[src/rtl/id_ex_stage_pkg.sv]
// MIPSConstants slice: branch/ALU codes, the ID/EX control word, its bubble value,
// and the action select used by the ID/EX register.
package MIPSConstants;

   localparam int unsigned BRANCH_W = 2;
   localparam int unsigned ARCTRL_W = 4;
   localparam int unsigned FUNCT_W  = 6;
   localparam int unsigned CTRL_W   = 16;
   localparam int unsigned STAT_W   = 32;

   localparam logic [BRANCH_W-1:0] BRANCH_OFF = 2'd0;
   localparam logic [BRANCH_W-1:0] BRANCH_BEQ = 2'd1;
   localparam logic [BRANCH_W-1:0] BRANCH_BNE = 2'd2;

   localparam logic [ARCTRL_W-1:0] ARCTRL_ZERO  = 4'd0;
   localparam logic [ARCTRL_W-1:0] ARCTRL_ADD   = 4'd1;
   localparam logic [ARCTRL_W-1:0] ARCTRL_SUB   = 4'd2;
   localparam logic [ARCTRL_W-1:0] ARCTRL_AND   = 4'd3;
   localparam logic [ARCTRL_W-1:0] ARCTRL_OR    = 4'd4;
   localparam logic [ARCTRL_W-1:0] ARCTRL_XOR   = 4'd5;
   localparam logic [ARCTRL_W-1:0] ARCTRL_NOR   = 4'd6;
   localparam logic [ARCTRL_W-1:0] ARCTRL_SLT   = 4'd7;
   localparam logic [ARCTRL_W-1:0] ARCTRL_LUI   = 4'd8;
   localparam logic [ARCTRL_W-1:0] ARCTRL_FUNCT = 4'd9;

   // Control word carried from ID into EX; pad keeps it at 16 bits.
   typedef struct packed {
      logic                regDst;
      logic                jump;
      logic [BRANCH_W-1:0] branch;
      logic                memRead;
      logic                memToReg;
      logic [ARCTRL_W-1:0] arctrl;
      logic                memWrite;
      logic                aluSrc;
      logic                regWrite;
      logic [2:0]          pad;
   } id_ex_ctrl_t;

   localparam id_ex_ctrl_t ID_EX_BUBBLE = '{
      regDst:   1'b0,
      jump:     1'b0,
      branch:   BRANCH_OFF,
      memRead:  1'b0,
      memToReg: 1'b0,
      arctrl:   ARCTRL_ZERO,
      memWrite: 1'b0,
      aluSrc:   1'b0,
      regWrite: 1'b0,
      pad:      3'b000
   };

   // What the ID/EX register does on the coming edge, in priority order.
   typedef enum logic [2:0] {
      ACT_RESET  = 3'd0,
      ACT_FLUSH  = 3'd1,
      ACT_HOLD   = 3'd2,
      ACT_BUBBLE = 3'd3,
      ACT_LOAD   = 3'd4
   } ex_action_e;

   function automatic logic [STAT_W-1:0] sat_inc(input logic [STAT_W-1:0] v);
      return (v == {STAT_W{1'b1}}) ? v : v + STAT_W'(1);
   endfunction

endpackage

[src/rtl/id_ex_stage_load_use.sv]
// Load-use hazard detector: a load in EX whose destination matches either
// source specifier of the instruction in ID. Purely combinational.
module load_use_detector #(
   parameter int unsigned RADDR = 5
) (
   input  logic             ex_valid,
   input  logic             ex_memRead,
   input  logic [RADDR-1:0] ex_rt,
   input  logic [RADDR-1:0] id_rs,
   input  logic [RADDR-1:0] id_rt,
   output logic             hazard
);

   // Conservative: rt is compared even when the ID instruction does not read it.
   assign hazard = ex_valid & ex_memRead & (ex_rt != '0) &
                   ((ex_rt == id_rs) | (ex_rt == id_rt));

endmodule

[src/rtl/id_ex_stage.sv]
// ID/EX pipeline register with load-use stall, flush and freeze handling.
// Optional ID_EX_HAZARD_STATS_EN adds saturating stall/flush edge counters.
module id_ex_stage
   import MIPSConstants::*;
#(
   parameter int unsigned XLEN  = 32,
   parameter int unsigned RADDR = 5
) (
   input  logic                clk,
   input  logic                reset,
   input  logic                freeze,
   input  logic                flush,
   input  logic                id_regDst,
   input  logic                id_jump,
   input  logic [BRANCH_W-1:0] id_branch,
   input  logic                id_memRead,
   input  logic                id_memToReg,
   input  logic [ARCTRL_W-1:0] id_arctrl,
   input  logic                id_memWrite,
   input  logic                id_aluSrc,
   input  logic                id_regWrite,
   input  logic [XLEN-1:0]     id_pcPlus4,
   input  logic [XLEN-1:0]     id_rd1,
   input  logic [XLEN-1:0]     id_rd2,
   input  logic [XLEN-1:0]     id_imm,
   input  logic [RADDR-1:0]    id_rs,
   input  logic [RADDR-1:0]    id_rt,
   input  logic [RADDR-1:0]    id_rd,
   input  logic [FUNCT_W-1:0]  id_funct,
   output logic                stall,
   output logic                ex_valid,
   output id_ex_ctrl_t         ex_ctrl,
   output logic [XLEN-1:0]     ex_pcPlus4,
   output logic [XLEN-1:0]     ex_rd1,
   output logic [XLEN-1:0]     ex_rd2,
   output logic [XLEN-1:0]     ex_imm,
   output logic [RADDR-1:0]    ex_rs,
   output logic [RADDR-1:0]    ex_rt,
   output logic [RADDR-1:0]    ex_rd,
   output logic [FUNCT_W-1:0]  ex_funct
`ifdef ID_EX_HAZARD_STATS_EN
   ,
   output logic [STAT_W-1:0]   stall_count,
   output logic [STAT_W-1:0]   flush_count
`endif
);

   logic        hazard;
   id_ex_ctrl_t id_ctrl;
   ex_action_e  action;

   load_use_detector #(
      .RADDR (RADDR)
   ) u_load_use (
      .ex_valid   (ex_valid),
      .ex_memRead (ex_ctrl.memRead),
      .ex_rt      (ex_rt),
      .id_rs      (id_rs),
      .id_rt      (id_rt),
      .hazard     (hazard)
   );

   // A flush redirects fetch and a freeze holds everything, so neither needs the stall.
   assign stall = hazard & ~freeze & ~flush;

   // Pack the decoder bits into the EX control word.
   always_comb begin
      id_ctrl          = ID_EX_BUBBLE;
      id_ctrl.regDst   = id_regDst;
      id_ctrl.jump     = id_jump;
      id_ctrl.branch   = id_branch;
      id_ctrl.memRead  = id_memRead;
      id_ctrl.memToReg = id_memToReg;
      id_ctrl.arctrl   = id_arctrl;
      id_ctrl.memWrite = id_memWrite;
      id_ctrl.aluSrc   = id_aluSrc;
      id_ctrl.regWrite = id_regWrite;
   end

   // Per-edge priority: reset, flush, freeze, hazard, normal load.
   always_comb begin
      action = ACT_LOAD;
      if (reset) begin
         action = ACT_RESET;
      end else if (flush) begin
         action = ACT_FLUSH;
      end else if (freeze) begin
         action = ACT_HOLD;
      end else if (hazard) begin
         action = ACT_BUBBLE;
      end
   end

   // Control word and valid bit.
   always_ff @(posedge clk) begin
      case (action)
         ACT_RESET, ACT_FLUSH, ACT_BUBBLE: begin
            ex_valid <= 1'b0;
            ex_ctrl  <= ID_EX_BUBBLE;
         end
         ACT_LOAD: begin
            ex_valid <= 1'b1;
            ex_ctrl  <= id_ctrl;
         end
         default: begin
            ex_valid <= ex_valid;
            ex_ctrl  <= ex_ctrl;
         end
      endcase
   end

   // Data registers still load on a flush; only the control word is squashed.
   always_ff @(posedge clk) begin
      case (action)
         ACT_RESET: begin
            ex_pcPlus4 <= '0;
            ex_rd1     <= '0;
            ex_rd2     <= '0;
            ex_imm     <= '0;
            ex_rs      <= '0;
            ex_rt      <= '0;
            ex_rd      <= '0;
            ex_funct   <= '0;
         end
         ACT_FLUSH, ACT_LOAD: begin
            ex_pcPlus4 <= id_pcPlus4;
            ex_rd1     <= id_rd1;
            ex_rd2     <= id_rd2;
            ex_imm     <= id_imm;
            ex_rs      <= id_rs;
            ex_rt      <= id_rt;
            ex_rd      <= id_rd;
            ex_funct   <= id_funct;
         end
         default: begin
            ex_pcPlus4 <= ex_pcPlus4;
            ex_rd1     <= ex_rd1;
            ex_rd2     <= ex_rd2;
            ex_imm     <= ex_imm;
            ex_rs      <= ex_rs;
            ex_rt      <= ex_rt;
            ex_rd      <= ex_rd;
            ex_funct   <= ex_funct;
         end
      endcase
   end

`ifdef ID_EX_HAZARD_STATS_EN
   // Saturating counts of hazard-bubble and flush edges.
   always_ff @(posedge clk) begin
      if (action == ACT_RESET) begin
         stall_count <= '0;
         flush_count <= '0;
      end else begin
         if (action == ACT_BUBBLE) begin
            stall_count <= sat_inc(stall_count);
         end
         if (action == ACT_FLUSH) begin
            flush_count <= sat_inc(flush_count);
         end
      end
   end
`endif

endmodule
[config.mk]
export PLATFORM = sky130hd
export DESIGN_NAME = id_ex_stage
export DESIGN_NICKNAME = d
export VERILOG_FILES = /design/src/rtl/id_ex_stage_pkg.sv /design/src/rtl/id_ex_stage_load_use.sv /design/src/rtl/id_ex_stage.sv
export SDC_FILE = /design/constraint.sdc
export NUM_CORES = 1
export LEC_CHECK = 0
export ABC_AREA = 1
export CAP_MARGIN = 10
export CORE_MARGIN = 5
export CORE_UTILIZATION = 28
export CTS_CLUSTER_SIZE = 16
export DETAILED_ROUTE_END_ITERATION = 8
export PLACE_DENSITY_LB_ADDON = 0.08
export SLEW_MARGIN = 20
export SYNTH_ARGS = -nofsm -noshare
export SYNTH_HDL_FRONTEND = slang
export SYNTH_HIERARCHICAL = 1
export SYNTH_SLANG_ARGS = --single-unit
[constraint.sdc]
create_clock -name clk -period 7.18 [get_ports clk]
set_clock_uncertainty 0.05 [all_clocks]
set_input_delay 1.077 -clock clk [delete_from_list [all_inputs] [get_ports clk]]
set_output_delay 1.077 -clock clk [all_outputs]
set_load 0.05 [all_outputs]
==> metrics.log, run 1 <==
INFO  metric worstSetupStartpoint = id_rt[0]
INFO  metric ant_nets = 0
INFO  metric area_growth = 60.7%
INFO  metric die_h = 166 um
INFO  metric synth_top_cell_area_share = 71.7%
INFO  metric route.met2.wl = 9530 um
INFO  metric irDropWorstVdd = 0.112 mV
INFO  metric start_util = 28.2%
INFO  metric cts_tree = done
INFO  metric final-hold-violation-count = 0
INFO  metric drc = 0
INFO  metric timing.setup.critical_path_class = primary input to flop
INFO  metric hold_path_startpoint = ex_ctrl[11]
INFO  metric achievable-frequency = 0.232 GHz
INFO  metric design.final.nets = 1063
INFO  metric synth-seq-area-share = 71.7%
INFO  metric synthCells = 564
INFO  metric power_per_cell_area = 245 mW/mm2
INFO  metric port-buffer-count = 329
INFO  metric post_cts_resized = 0
INFO  metric largest_area_contributor_in_the_netlist = sky130_fd_sc_hd__edfxtp_1
INFO  metric cp.arrival = 4.29 ns
INFO  metric clock_sinks = 163
INFO  metric final_weighted_congestion_in_routability_driven_placement = 0.782
INFO  metric totalNegativeSetupSlack = 0 ns
INFO  metric final_layout_size_suffix_gt1_share = 15.7%
INFO  metric drt_pass1_iterations = 4
INFO  metric pin_count = 333
INFO  metric die_area = 0.0276 mm2
INFO  metric placedInstanceArea = 0.0104 mm2
INFO  metric drt-total-wl = 18500 um
INFO  metric first_global_vias = 5009
INFO  metric area_used_by_multi_input_combinational_logic = 0.00109 mm2
INFO  metric tritoncts.num_buffers = 17
INFO  metric status = finished, final reports clean
INFO  metric antenna_diodes = 0
INFO  metric min_period = 4.30 ns
INFO  metric coreArea = 0.0242 mm2
INFO  metric top_routing_layer_in_use = met5
INFO  metric clk_pin_slew = 0.07 ns
INFO  metric postCtsSetupRepairBufs = 0
INFO  metric timing.max_cap.violations = 0
INFO  metric routedWlPerCell = 15.0 um
INFO  metric cts.htree.levels = 4
INFO  metric avgViaCountPerCell = 3.92
INFO  metric standby_leakage_power = 4.71 nW
INFO  metric layout.area.seq = 0.00489 mm2
INFO  metric grt_first_pass_wirelength = 27700 um
INFO  metric critical_path.startpoint_type = primary input
INFO  metric die_x = 166 um
INFO  metric syn_area_per_cell = 12.1 um2
INFO  metric dr.first_iter.drc_count = 176
INFO  metric dp_hpwl = 14000 um
INFO  metric timing_worst_slew_pin_value = 1.06 ns
INFO  metric reg2reg_setup_slack = 3.53 ns
INFO  metric nFillCells = 2251
INFO  metric clk-insertion-delay-late = 0.42 ns
INFO  metric grt_setup_unrepaired = false
INFO  metric groute.usage.overall = 12.8%
INFO  metric ys.flop_type = sky130_fd_sc_hd__edfxtp_1
INFO  metric met3_length = 1850 um
INFO  metric dpl_worst_slack = 2.41 ns
INFO  metric wirelength_met1 = 6960 um
INFO  metric yosys-top-cells-area = sky130_fd_sc_hd__edfxtp_1 (72%), sky130_fd_sc_hd__inv_1 (9.5%), sky130_fd_sc_hd__nor2_2 (9.2%)
INFO  metric post-synth-top-count-cell = sky130_fd_sc_hd__inv_1
INFO  metric ctsHoldBuffers = 0
INFO  metric total_vias_in_the_final_route = 4835
INFO  metric worst_slew_margin_rel = 29.4%
INFO  metric cts_root_buf = sky130_fd_sc_hd__clkbuf_16
INFO  metric antenna_found_initial = 1
INFO  metric crit_path_max_fanout = 81
INFO  metric timing.final.max_slew_violations = 0
INFO  metric global_route.overflow_total = 0
INFO  metric cell_variety_after_synth = 18
INFO  metric ys_async_sr_fraction = 0%
INFO  metric data_required_time_at_the_worst_endpoint = 7.17 ns
INFO  metric stdcell_area = 0.0110 mm2
INFO  metric synth-warning-count = 6
INFO  metric period_share = 59.9%
INFO  metric synthesis.area = 0.00683 mm2
INFO  metric layout_setup_ws = 2.88 ns
INFO  metric synth-edff-count = 163
INFO  metric grt_max_degree = 82
INFO  metric hold_path.class = flop to flop
INFO  metric row_count = 57
INFO  metric ys_top_cells_by_count = sky130_fd_sc_hd__inv_1 (173), sky130_fd_sc_hd__edfxtp_1 (163), sky130_fd_sc_hd__nor2_2 (100)
INFO  metric timing.critical_path.to_type = flop
INFO  metric count_of_final_setup_violators = 0
INFO  metric r2r_start = ex_rt[0]
INFO  metric synth_seq_cells = 163
INFO  metric max-clock-path-buffers = 2
-- final cells by class --
class / count / share of cell area, %
inverters: 176 / 6.02
well taps: 324 / 3.69
flip-flops and latches: 163 / 44.6
multi-input cells: 207 / 9.90
clock inverters: 15 / 1.69
clock buffers: 17 / 3.88
repair buffers: 332 / 30.2
-- metal layers --
layer | GRT usage [%] | up-vias
met1 | 13.7 | 2278
li1 | - | 2352
met2 | 22.7 | 194
met4 | 3.23 | 2
met5 | 0 | -
met3 | 6.31 | 9
-- registers in the layout, summed over array words and instances (netlist names) --
name        flops
ex_valid        1
ex_rd1         32
ex_imm         32
ex_rd           5
ex_ctrl        13
ex_rd2         32
ex_rt           5
ex_funct        6
ex_rs           5
ex_pcPlus4     32
-- per-stage QoR --
| stage | hold WS [ns] | cells | power [mW] | utilization [%] |
|---|---|---|---|---|
| after global routing | 1.23 | 1234 | 2.79 | 45.4 |
| after global placement | 1.24 | 1202 | 1.77 | 42.9 |
| after floorplan | 1.18 | 566 | 1.53 | - |
| final | 1.21 | 1234 | 2.69 | 45.4 |
| after detailed placement | 1.24 | 1202 | 1.78 | 42.9 |
| after CTS | 1.22 | 1234 | 2.73 | 45.4 |
-- critical path, cell delays in order --
cell and delay, ns:
sky130_fd_sc_hd__clkdlybuf4s50_1 0.51, sky130_fd_sc_hd__nor2_1 0.06, sky130_fd_sc_hd__nor2_1 0.11, sky130_fd_sc_hd__nor2_1 0.05, sky130_fd_sc_hd__nand3_1 0.08, sky130_fd_sc_hd__a21oi_2 0.08
sky130_fd_sc_hd__o21ai_1 0.32, sky130_fd_sc_hd__nand2_8 0.44, sky130_fd_sc_hd__nand2_4 0.71, sky130_fd_sc_hd__buf_4 0.74
-- cell families after synthesis --
group           share of synthesized area [%]
other cells                            0.0549
buf+inv                                  12.8
flops                                    71.7
compound gates                          0.202
simple gates                             14.8
xor+xnor                                0.385
-- worst paths after layout --
check           endpoint  cells past startpoint
max             ex_rt[4]                     10
min          ex_ctrl[10]                      5
max reg2reg     ex_rt[4]                     10
min reg2reg  ex_ctrl[10]                      5
-- power breakdown --
part / internal, mW / switching (mW) / leakage, nW / total [mW]
registers: 1.13 / 0.0230 / 1.77 / 1.15
logic: 0.216 / 0.379 / 2.63 / 0.595
clock network: 0.532 / 0.413 / 0.303 / 0.945
total: 1.88 / 0.816 / 4.71 / 2.69
-- cells in the final DEF (no fill, tap or decap), drive strengths merged --
master / Yosys / layout
a21oi: 1 / 1
buf: 20 / 3
bufinv: 0 / 2
clkbuf: 0 / 17
clkdlybuf4s50: 0 / 329
clkinv: 0 / 2
conb: 1 / 3
edfxtp: 163 / 163
inv: 176 / 187
nand2: 20 / 20
nand3: 5 / 5
nand4: 1 / 1
nor2: 173 / 173
o21ai: 1 / 1
xnor2: 2 / 2
xor2: 1 / 1
No activity file was read; power rests on OpenSTA's default activity.
==> run 2, diff against run 1 <==
==> constraint.sdc (replaced) <==
create_clock -name clk -period 3.8 [get_ports clk]
set_clock_uncertainty 0.05 [all_clocks]
set_input_delay 0.57 -clock clk [delete_from_list [all_inputs] [get_ports clk]]
set_output_delay 0.57 -clock clk [all_outputs]
set_load 0.05 [all_outputs]
==> run 2 against run 1 <==
  * Global-route usage is 0.36 points higher
  * Sequential share of layout area hardly changed
  * Register-to-register slack worse by 2.4 ns
  * Largest power group unchanged
==> metrics.log, run 2 (synthesis results as in run 1) <==
INFO  metric status = finished, final reports clean
INFO  metric postCtsSetupRepairBufs = 0
INFO  metric sequential_share_of_power = 44.5%
INFO  metric timing.final.max_slew_violations = 0
INFO  metric coreArea = 0.0242 mm2
INFO  metric drc = 0
INFO  metric cts_tree = done
INFO  metric count_of_final_setup_violators = 0
INFO  metric cellInternalPower = 3.39 mW
INFO  metric crit_path_max_fanout = 3
INFO  metric layout_setup_ws = 0.491 ns
INFO  metric pin_count = 333
INFO  metric clk_pin_slew = 0.07 ns
INFO  metric hold_path.class = primary input to flop
INFO  metric stdcell_area = 0.0110 mm2
INFO  metric max-clock-path-buffers = 2
INFO  metric global_route.overflow_total = 0
INFO  metric drt_pass1_iterations = 6
INFO  metric period_share = 87.1%
INFO  metric finalHoldWorstSlack = 0.739 ns
INFO  metric die_area = 0.0276 mm2
INFO  metric totalNegativeSetupSlack = 0 ns
INFO  metric final_util = 45.4%
INFO  metric antenna_found_initial = 2
INFO  metric timing.setup.critical_path_class = primary input to primary output
INFO  metric critical_path.startpoint_type = primary input
INFO  metric placed_cells = 1204
INFO  metric clk-insertion-delay-late = 0.41 ns
INFO  metric die_h = 166 um
INFO  metric timing_worst_slew_pin_value = 0.688 ns
INFO  metric netSwitchingFraction = 30.6%
INFO  metric cts_root_buf = sky130_fd_sc_hd__clkbuf_16
INFO  metric grt_setup_unrepaired = false
INFO  metric share_clk_of_total_power = 32.3%
INFO  metric irDropWorstVdd = 0.236 mV
INFO  metric achievable-frequency = 0.302 GHz
INFO  metric drt-total-wl = 18600 um
INFO  metric avgViaCountPerCell = 3.87
INFO  metric final-hold-violation-count = 0
INFO  metric placedInstanceArea = 0.0104 mm2
INFO  metric first_global_vias = 4972
INFO  metric grt_max_degree = 57
INFO  metric power_frac_comb = 23.2%
INFO  metric power_per_cell_area = 445 mW/mm2
INFO  metric dr.first_iter.drc_count = 161
INFO  metric data_required_time_at_the_worst_endpoint = 3.18 ns
INFO  metric min_period = 3.31 ns
INFO  metric start_util = 28.2%
INFO  metric standby_leakage_power = 4.67 nW
INFO  metric die_x = 166 um
INFO  metric timing.critical_path.to_type = primary output
INFO  metric design.final.nets = 1065
INFO  metric groute.usage.overall = 13.2%
INFO  metric timing.max_cap.violations = 0
INFO  metric net_switching_power_figure = 1.50 mW
INFO  metric tritoncts.num_buffers = 17
INFO  metric finalPower = 4.89 mW
INFO  metric dpl_worst_slack = 0.519 ns
INFO  metric worst_slew_margin_rel = 54.0%
INFO  metric clock_sinks = 163
INFO  metric cp.arrival = 2.69 ns
INFO  metric total_vias_in_the_final_route = 4793
INFO  metric commonest_non_fill_non_tap_cells_in_the_layout = sky130_fd_sc_hd__clkdlybuf4s50_1 (329), sky130_fd_sc_hd__inv_1 (173), sky130_fd_sc_hd__edfxtp_1 (163), sky130_fd_sc_hd__nor2_2 (100), sky130_fd_sc_hd__nor2_1 (73)
INFO  metric grt_first_pass_wirelength = 28100 um
INFO  metric ctsHoldBuffers = 0
INFO  metric finish.cell_count_without_fillers = 1237
INFO  metric port-buffer-count = 329
INFO  metric dp_hpwl = 14100 um
INFO  metric most_common_library_cell_in_the_layout_ignoring_fill_and_taps = sky130_fd_sc_hd__clkdlybuf4s50_1
INFO  metric post_cts_resized = 0
INFO  metric ant_nets = 0
INFO  metric area_growth = 60.8%
INFO  metric row_count = 57
INFO  metric final_layout_size_suffix_gt1_share = 15.7%
INFO  metric cts.htree.levels = 4
INFO  metric final_weighted_congestion_in_routability_driven_placement = 0.795
INFO  metric routedWlPerCell = 15.0 um
## run 2: cell types whose count changed in the layout (fill, tap and decap cells not counted), sizes merged
cell	delta
clkbuf	+1
buf	+2
inv	-7
diode	+2
bufinv	-2
clkinv	-1
clkinvlp	+8
## run 2: power groups by stage
stage	sequential (mW)	combinational [mW]	clock, mW
floorplan	2.69	0.198	0
global placement	2.21	1.14	0
detailed placement	2.21	1.15	0
CTS	2.18	1.15	1.64
global route	2.19	1.19	1.72
finish	2.17	1.13	1.58
## run 2: routing by layer
layer / routed length, um / track usage [%]
met1: 6970 / 14.4
met2: 9620 / 23.1
met3: 1400 / 4.81
met4: 564 / 5.88
met5: 0 / 0
## run 2: worst paths after layout
| path | start | endpoint | slack [ns] | cells past startpoint |
|---|---|---|---|---|
| setup / recovery | id_rt[4] | stall | 0.49 | 10 |
| hold / removal | id_branch[0] | ex_ctrl[12] | 0.74 | 3 |
| setup reg to reg | ex_rt[3] | ex_funct[2] | 1.15 | 10 |
| hold reg to reg | ex_ctrl[11] | ex_ctrl[8] | 1.27 | 5 |
## run 2: layout make-up
type                            count  area, um2
Fill cell                        2286      13200
Multi-Input combinational cell    207       1090
Clock buffer                       18        429
Timing Repair Buffer              334       3380
Sequential cell                   163       4890
Tap cell                          324        405
Clock inverter                     13        104
Antenna cell                        2       5.00
Inverter                          176        661
## run 2: critical path, stage by stage
cell and delay (ns):
sky130_fd_sc_hd__clkdlybuf4s50_1 0.53, sky130_fd_sc_hd__inv_1 0.06, sky130_fd_sc_hd__nand2_1 0.07, sky130_fd_sc_hd__nand2_2 0.05
sky130_fd_sc_hd__nor2_2 0.10, sky130_fd_sc_hd__nand3_1 0.10, sky130_fd_sc_hd__a21oi_2 0.21, sky130_fd_sc_hd__nand2_1 0.08
sky130_fd_sc_hd__nor2_1 0.11, sky130_fd_sc_hd__clkdlybuf4s50_1 0.82
